$ cat src/rtl/borrow_look_ahead_sub_pipe.sv
// borrow_look_ahead_sub_pipe
// Pipelined subtractor producing diff = a - b - bin (modulo 2^WIDTH).
// Each 4-bit nibble is resolved with flattened borrow generate/propagate
// look-ahead in its own stage; the nibble borrow-out is registered into the
// next stage. The whole pipeline advances as one unit under a valid/ready
// handshake, so bubbles travel through rather than being compressed.
// WIDTH must be a multiple of 4 and at least 4.
module borrow_look_ahead_sub_pipe #(
  parameter int WIDTH = 8
) (
  input  logic             clk,
  input  logic             rst,
  input  logic             in_valid,
  output logic             in_ready,
  input  logic [WIDTH-1:0] a,
  input  logic [WIDTH-1:0] b,
  input  logic             bin,
  output logic             out_valid,
  input  logic             out_ready,
  output logic [WIDTH-1:0] diff,
  output logic             bout,
  output logic             ovf,
  output logic             zero
);

  // One pipeline stage per nibble; the last stage drives the outputs.
  localparam int NSTG = WIDTH / 4;

  // One nibble of a - b - x0 with all borrows flattened to two logic levels.
  // Returns {nibble borrow-out, 4-bit difference}.
  function automatic logic [4:0] nibble_sub(input logic [3:0] x,
                                            input logic [3:0] y,
                                            input logic       x0);
    logic [3:0] g;
    logic [3:0] p;
    logic [3:0] brw;
    logic       bo;
    g      = ~x & y;       // borrow generated: 0 - 1
    p      = ~(x ^ y);     // borrow propagated: equal bits
    brw[0] = x0;
    brw[1] = g[0] | (p[0] & x0);
    brw[2] = g[1] | (p[1] & g[0]) | (p[1] & p[0] & x0);
    brw[3] = g[2] | (p[2] & g[1]) | (p[2] & p[1] & g[0]) | (p[2] & p[1] & p[0] & x0);
    bo     = g[3] | (p[3] & g[2]) | (p[3] & p[2] & g[1]) | (p[3] & p[2] & p[1] & g[0])
           | (p[3] & p[2] & p[1] & p[0] & x0);
    return {bo, x ^ y ^ brw};
  endfunction

  // The pipeline moves only when the output slot is free or being drained;
  // in_ready therefore depends on registered state and out_ready alone.
  logic advance;
  assign advance  = ~out_valid | out_ready;
  assign in_ready = advance;

  for (genvar k = 0; k < NSTG; k++) begin : g_stg
    localparam int LO = 4 * k;

    // Stage inputs: operands still to be resolved (nibble k and above),
    // borrow into nibble k, and the already resolved lower diff nibbles.
    logic                valid_in;
    logic                x_in;
    logic [WIDTH-1:LO]   a_in;
    logic [WIDTH-1:LO]   b_in;
    logic [4:0]          nib;
    logic [LO+3:0]       d_new;

    // Stage registers.
    logic                v_q;
    logic                brw_q;
    logic [LO+3:0]       d_q;

    if (k == 0) begin : g_first
      assign valid_in = in_valid;
      assign x_in     = bin;
      assign a_in     = a;
      assign b_in     = b;
      assign d_new    = nib[3:0];
    end else begin : g_next
      assign valid_in = g_stg[k-1].v_q;
      assign x_in     = g_stg[k-1].brw_q;
      assign a_in     = g_stg[k-1].g_fwd.a_q;
      assign b_in     = g_stg[k-1].g_fwd.b_q;
      assign d_new    = {nib[3:0], g_stg[k-1].d_q};
    end

    assign nib = nibble_sub(a_in[LO+3:LO], b_in[LO+3:LO], x_in);

    // Capture this nibble's result and borrow; hold everything on a stall,
    // and leave data untouched when a bubble passes through.
    always_ff @(posedge clk) begin
      // NOTE: data registers are cleared on reset too, so the outputs read
      // zero after reset rather than whatever the flops powered up with.
      if (rst) begin
        // NOTE: state uses non-blocking assignment so every stage samples the
        // previous stage's old value on the same edge.
        v_q   <= 1'b0;
        brw_q <= 1'b0;
        d_q   <= '0;
      end else if (advance) begin
        v_q <= valid_in;
        if (valid_in) begin
          brw_q <= nib[4];
          d_q   <= d_new;
        end
      end
    end

    if (k == NSTG - 1) begin : g_last
      // Flags come from the complete diff and the operand sign bits that
      // travelled with this operation.
      logic ovf_n;
      logic zero_n;
      logic ovf_q;
      logic zero_q;
      assign ovf_n  = (a_in[WIDTH-1] ^ b_in[WIDTH-1]) & (d_new[WIDTH-1] ^ a_in[WIDTH-1]);
      assign zero_n = (d_new == '0);

      // Register the flags alongside diff so they change together.
      always_ff @(posedge clk) begin
        if (rst) begin
          ovf_q  <= 1'b0;
          zero_q <= 1'b0;
        end else if (advance && valid_in) begin
          ovf_q  <= ovf_n;
          zero_q <= zero_n;
        end
      end
    end else begin : g_fwd
      // Only the still-unresolved upper operand nibbles move forward.
      logic [WIDTH-1:LO+4] a_q;
      logic [WIDTH-1:LO+4] b_q;

      // Carry the upper operand nibbles to the next stage.
      always_ff @(posedge clk) begin
        if (rst) begin
          a_q <= '0;
          b_q <= '0;
        end else if (advance && valid_in) begin
          a_q <= a_in[WIDTH-1:LO+4];
          b_q <= b_in[WIDTH-1:LO+4];
        end
      end
    end
  end

  assign out_valid = g_stg[NSTG-1].v_q;
  assign diff      = g_stg[NSTG-1].d_q;
  assign bout      = g_stg[NSTG-1].brw_q;
  assign ovf       = g_stg[NSTG-1].g_last.ovf_q;
  assign zero      = g_stg[NSTG-1].g_last.zero_q;

endmodule

$ cat config.mk
export PLATFORM = sky130hd
export DESIGN_NAME = borrow_look_ahead_sub_pipe
export DESIGN_NICKNAME = d
export VERILOG_FILES = /design/src/rtl/borrow_look_ahead_sub_pipe.sv
export SDC_FILE = /design/constraint.sdc
export NUM_CORES = 1
export LEC_CHECK = 0
export CAP_MARGIN = 20
export CORE_MARGIN = 2
export CORE_UTILIZATION = 51
export DETAILED_ROUTE_END_ITERATION = 10
export GPL_ROUTABILITY_DRIVEN = 0
export PLACE_DENSITY_LB_ADDON = 0.05
export RECOVER_POWER = 25
export SLEW_MARGIN = 20
export SYNTH_ARGS = -nofsm -noshare
export SYNTH_HDL_FRONTEND = slang
export SYNTH_SLANG_ARGS = --single-unit
$ cat constraint.sdc
create_clock -name clk -period 3 [get_ports clk]
set_input_delay 0.75 -clock clk [delete_from_list [all_inputs] [get_ports clk]]
set_output_delay 0.75 -clock clk [all_outputs]
set_load 0.03 [all_outputs]
---- Word level (Yosys, flattened, before mapping) ----
Index checks and enable logic that the tools add are counted.
storage, ports and cells
  input port bits ......................... 21
  bits in registers ....................... 26
  output and inout bits ................... 13
cells by class
  bitwise logic cells ..................... 67
  reductions and logical operators ........ 5
operators with widths
  operator             count
  bitwise AND 1 bit    33
  OR 1 bit             21
  inverter 4 bit       4
  XOR 4 bit            4
  bitwise AND 4 bit    2
  zero test 8 bit      1
  AND reduction 2 bit  2
  logical AND 1 bit    2
  XOR 1 bit            2
  inverter 1 bit       1

---- Logic depth before layout (Yosys ltp) ----
  word-level depth ........................ 9
  mapped depth ............................ 7
  mapped depth without buffers ............ 6

---- Worst setup path after synthesis ----
OpenSTA, ideal clock, no wires.
  kind .................................... input to register
  start point ............................. input a[0]
  end point ............................... register g_stg[0].d_q[3]
  data required time ...................... 2,909 ps
  stages on the path ...................... 6
  arrival time ............................ 1,912 ps
  slack ................................... 997 ps
  buffers on the path ..................... 0
  cells stage by stage .................... inv_1 -> ha_1 -> a21o_1 -> a21o_1 -> a211o_1 -> a311oi_1
between the ends
  word-level cells in the longest chain between the ends .. 6
  elaborated cells on any way between the ends .. 10
  those cells by class .................... 10 x bitwise
RTL lines
  what                                                 line    RTL
  from (decl)                                          15      input logic [WIDTH-1:0] a,
  inverter 4 bit or XOR 4 bit (tied branches)          38, 39
  bitwise AND 4 bit or inverter 4 bit (tied branches)  38, 39
  bitwise AND 1 bit                                    43      brw[3] = g[2] | (p[2] & g[1]) | (p[2] & p[1] & g[0]) | (p[2] & p[1] & p[0] & x0);
  OR 1 bit or bitwise AND 1 bit (tied branches)        43
  OR 1 bit *                                           43
  XOR 4 bit *                                          46      return {bo, x ^ y ^ brw};
  to (signal assigned)                                 103     d_q <= d_new;
  to (decl)                                            70      logic [LO+3:0] d_q;
Mark *: on every way between the ends. The rest lies on a longest branch, timed or not.
A chain may end at the register's enable or synchronous reset.

---- Worst setup path after layout ----
  start point ............................. input out_ready
  end point ............................... output in_ready
between the ends
  word-level cells in the longest chain between the ends .. 1
RTL lines
  what         line  RTL
  from (decl)  19    input logic out_ready,
  OR 1 bit     52    assign advance = ~out_valid | out_ready;
  to (decl)    14    output logic in_ready,
No other way between the ends.

==> flow_summary.toml <==
[run_status]
status = "finished clean"

[logic_synthesis]
syn_nets = 180
postSynthCellCount = 148
netlist-cell-type-count = 33
seq_area_frac_synth_pct = 41.2
ys_ff_latch = 26
syn_area_um2 = 1260
yosysWarningCount = 0
syn_avg_cell_area_um2 = 8.53

[floorplanning]
placementRows = 18
fp.dieH_um = 53.8
die_x_um = 53.8
initial_core_util_pct = 52.4
coreArea_um2 = 2410
io_pins = 34
die_area_um2 = 2890

[timing]
rsz0062_at_grt = "false"
tns_ns = 0
drv_slew = 0
fin_crit_ns = 2.83
setup_violations = 0
relSlewSlack_pct = 63.4
finalHoldViolCount = 0
fin_ws_ns = 0.170
worst_slew_pin_slew_ns = 0.549
finClkSkew_ns = 0.00656
finalCritPeriodShare_pct = 94.3
fmax_mhz = 353

[layout]
drive_gt1_share_pct = 3.91
nNetsFinal = 212
stdcell_area_um2 = 1640
antenna_cells = 0
area_delta_synth_final_pct = 29.8
nFillCells = 205

[power_and_ir_drop]
power_density_nw_per_um2 = 487
ir_worst_vdd_v = 0.000275
p_leak_nw = 0.660

[placed_design]
place_area_um2 = 1590
dpl_worst_slack_ns = 0.233
portBuffers = 33
dp_hpwl_mm = 1.94

[clock_tree]
hold_buffers = 0
worstSkewPairLatency_ns = 0.32
cts.sink_count = 26
cts-buffers-inserted = 3
ctsResizeCount = 0
cts_setup_buffers = 0
cts_tree = "yes"
cts-root-buf = "clkbuf_4"
htree_levels = 1
path_clk_slew_ns = 0.13
ctsLongestPathBuffers = 2

[worst_setup_path]
crit_type = "input port to output port"
r2r_start = "g_stg[0].g_fwd.a_q[4]"
crit_path_end = "in_ready"
required_ns = 2.25
timing.rr.end = "zero"
crit_arrival_ns = 2.08
r2r_cells = 6
crit_path_max_fanout = 2
reg2reg_setup_slack_ns = 1.21
cp-start-kind = "input port"
startpoint = "out_ready"
end_kind = "output port"

[worst_hold_path]
hp-class = "flop to flop"
min_from = "diff[2]"

[route]
antenna_left = 0
wl_per_cell_um = 11.8
wirelength_mm = 2.47
drcViolationCount = 0
drt_iter0_markers = 17
firstDrtPassIters = 4
dr_total_vias = 1078
avgViaCountPerCell = 5.16

[global_route]
grt_max_degree = 16
top_usage_layer = "met2"
antenna_found_initial = 0
grt_first_pass_wirelength_mm = 4.03
met3_usage_pct = 3.33
grt_use_met2_pct = 34.1
grtUsageTotal_pct = 19.0
grt_util_met1_pct = 22.4
grt_overflow_total = 0
grt_pass1_vias = 988

[flow_run]
drv_cap = 0
-- through the flow --
stage                     utilization [%]  cells  total power [mW]  hold WS, ns
after detailed placement             66.0    205             0.570        0.449
after floorplan                         -    148             0.506        0.436
after global routing                 68.0    209             0.842        0.486
final                                68.0    209             0.798        0.465
after CTS                            68.2    209             0.810        0.468
after global placement               66.0    205             0.563        0.443
-- how the worst min path moves through the flow --
stage / slack, ns / to / cells after the start
after floorplan: 0.44 / g_stg[0].g_fwd.a_q[5] / 2
after global placement: 0.44 / diff[4] / 2
after detailed placement: 0.45 / diff[2] / 2
after CTS: 0.47 / diff[2] / 2
after global routing: 0.49 / diff[0] / 2
final: 0.47 / diff[2] / 2
-- report_power, final --
part | switching, mW | internal [mW]
logic | 0.0946 | 0.0858
clock network | 0.101 | 0.135
registers | 0.0135 | 0.368
-- state kept, by name, indices dropped and copies added (netlist names) --
register	count
bout	1
g_stg.brw_q	1
ovf	1
g_stg.v_q	1
zero	1
g_stg.g_fwd.b_q	4
g_stg.d_q	4
g_stg.g_fwd.a_q	4
diff	8
out_valid	1
-- logic make-up (layout without fill, tap and decap cells) --
kind of cell | Yosys count | in the layout | synth area share [%]
simple gates | 49 | 49 | 16.8
compound gates | 35 | 35 | 17.4
flops | 26 | 26 | 41.2
buf+inv | 21 | 52 | 8.23
fa+ha+maj | 11 | 11 | 12.1
xor+xnor | 6 | 6 | 4.16
-- worst max-delay path, stage by stage --
cell and delay (ns):
dlygate4sd3_1 0.52, nand2b_1 0.13, clkdlybuf4s50_1 0.68
-- cells in the final DEF, fill, tap and decap left out, types with 2 or more instances in the layout --
cell and count:
nand2_1 30, a211oi_1 6, xor2_1 2, a21o_1 3, nor2_1 8, xnor2_1 4
dlygate4sd3_1 2, clkdlybuf4s50_1 31, o21ai_0 2, fa_1 2, inv_1 13, clkbuf_4 3
dfxtp_1 26, ha_1 9, and2_1 2, a21oi_1 17
-- metal layers --
metal | part of all wire (%) | up-vias
met5 | 0 | -
met4 | 0.73 | 0
met3 | 5.1 | 4
met2 | 50 | 31
met1 | 44 | 489
li1 | - | 554
-- cells in the mapped netlist --
library cell | count | area share (%)
buf_2 | 3 | 1.2
fa_1 | 2 | 3.2
a31o_2 | 1 | 0.69
a311oi_1 | 1 | 0.69
nand3b_1 | 1 | 0.59
or4_1 | 1 | 0.59
clkbuf_8 | 1 | 1.1
clkbuf_4 | 1 | 0.59
nand2b_1 | 1 | 0.50
a211oi_1 | 6 | 3.6
nor4_1 | 1 | 0.50
o41ai_1 | 1 | 0.69
o21bai_1 | 1 | 0.59
inv_1 | 13 | 3.9
clkbuf_1 | 2 | 0.59
a221oi_1 | 1 | 0.69
nand2_1 | 30 | 8.9
a31oi_1 | 1 | 0.50
xnor2_1 | 4 | 2.8
nor3b_1 | 1 | 0.59
or2_2 | 1 | 0.50
and2_1 | 3 | 1.5
nor2_1 | 8 | 2.4
a21o_1 | 3 | 1.8
nand3_1 | 1 | 0.40
dfxtp_1 | 26 | 41
o21ai_0 | 2 | 0.79
xor2_1 | 2 | 1.4
a21oi_1 | 17 | 6.7
ha_1 | 9 | 8.9
nor3_1 | 1 | 0.40
a211o_1 | 1 | 0.69
buf_6 | 1 | 0.89
-- final cells by class --
cell class	count	area (µm²)	area share (%)
Inverter	13	48.8	2.98
Clock buffer	3	22.5	1.37
Multi-Input combinational cell	101	638	38.9
Clock inverter	1	30.0	1.83
Sequential cell	26	520	31.8
Timing Repair Buffer	35	342	20.8
Tap cell	30	37.5	2.29
Power figures use the tool's default switching activity.
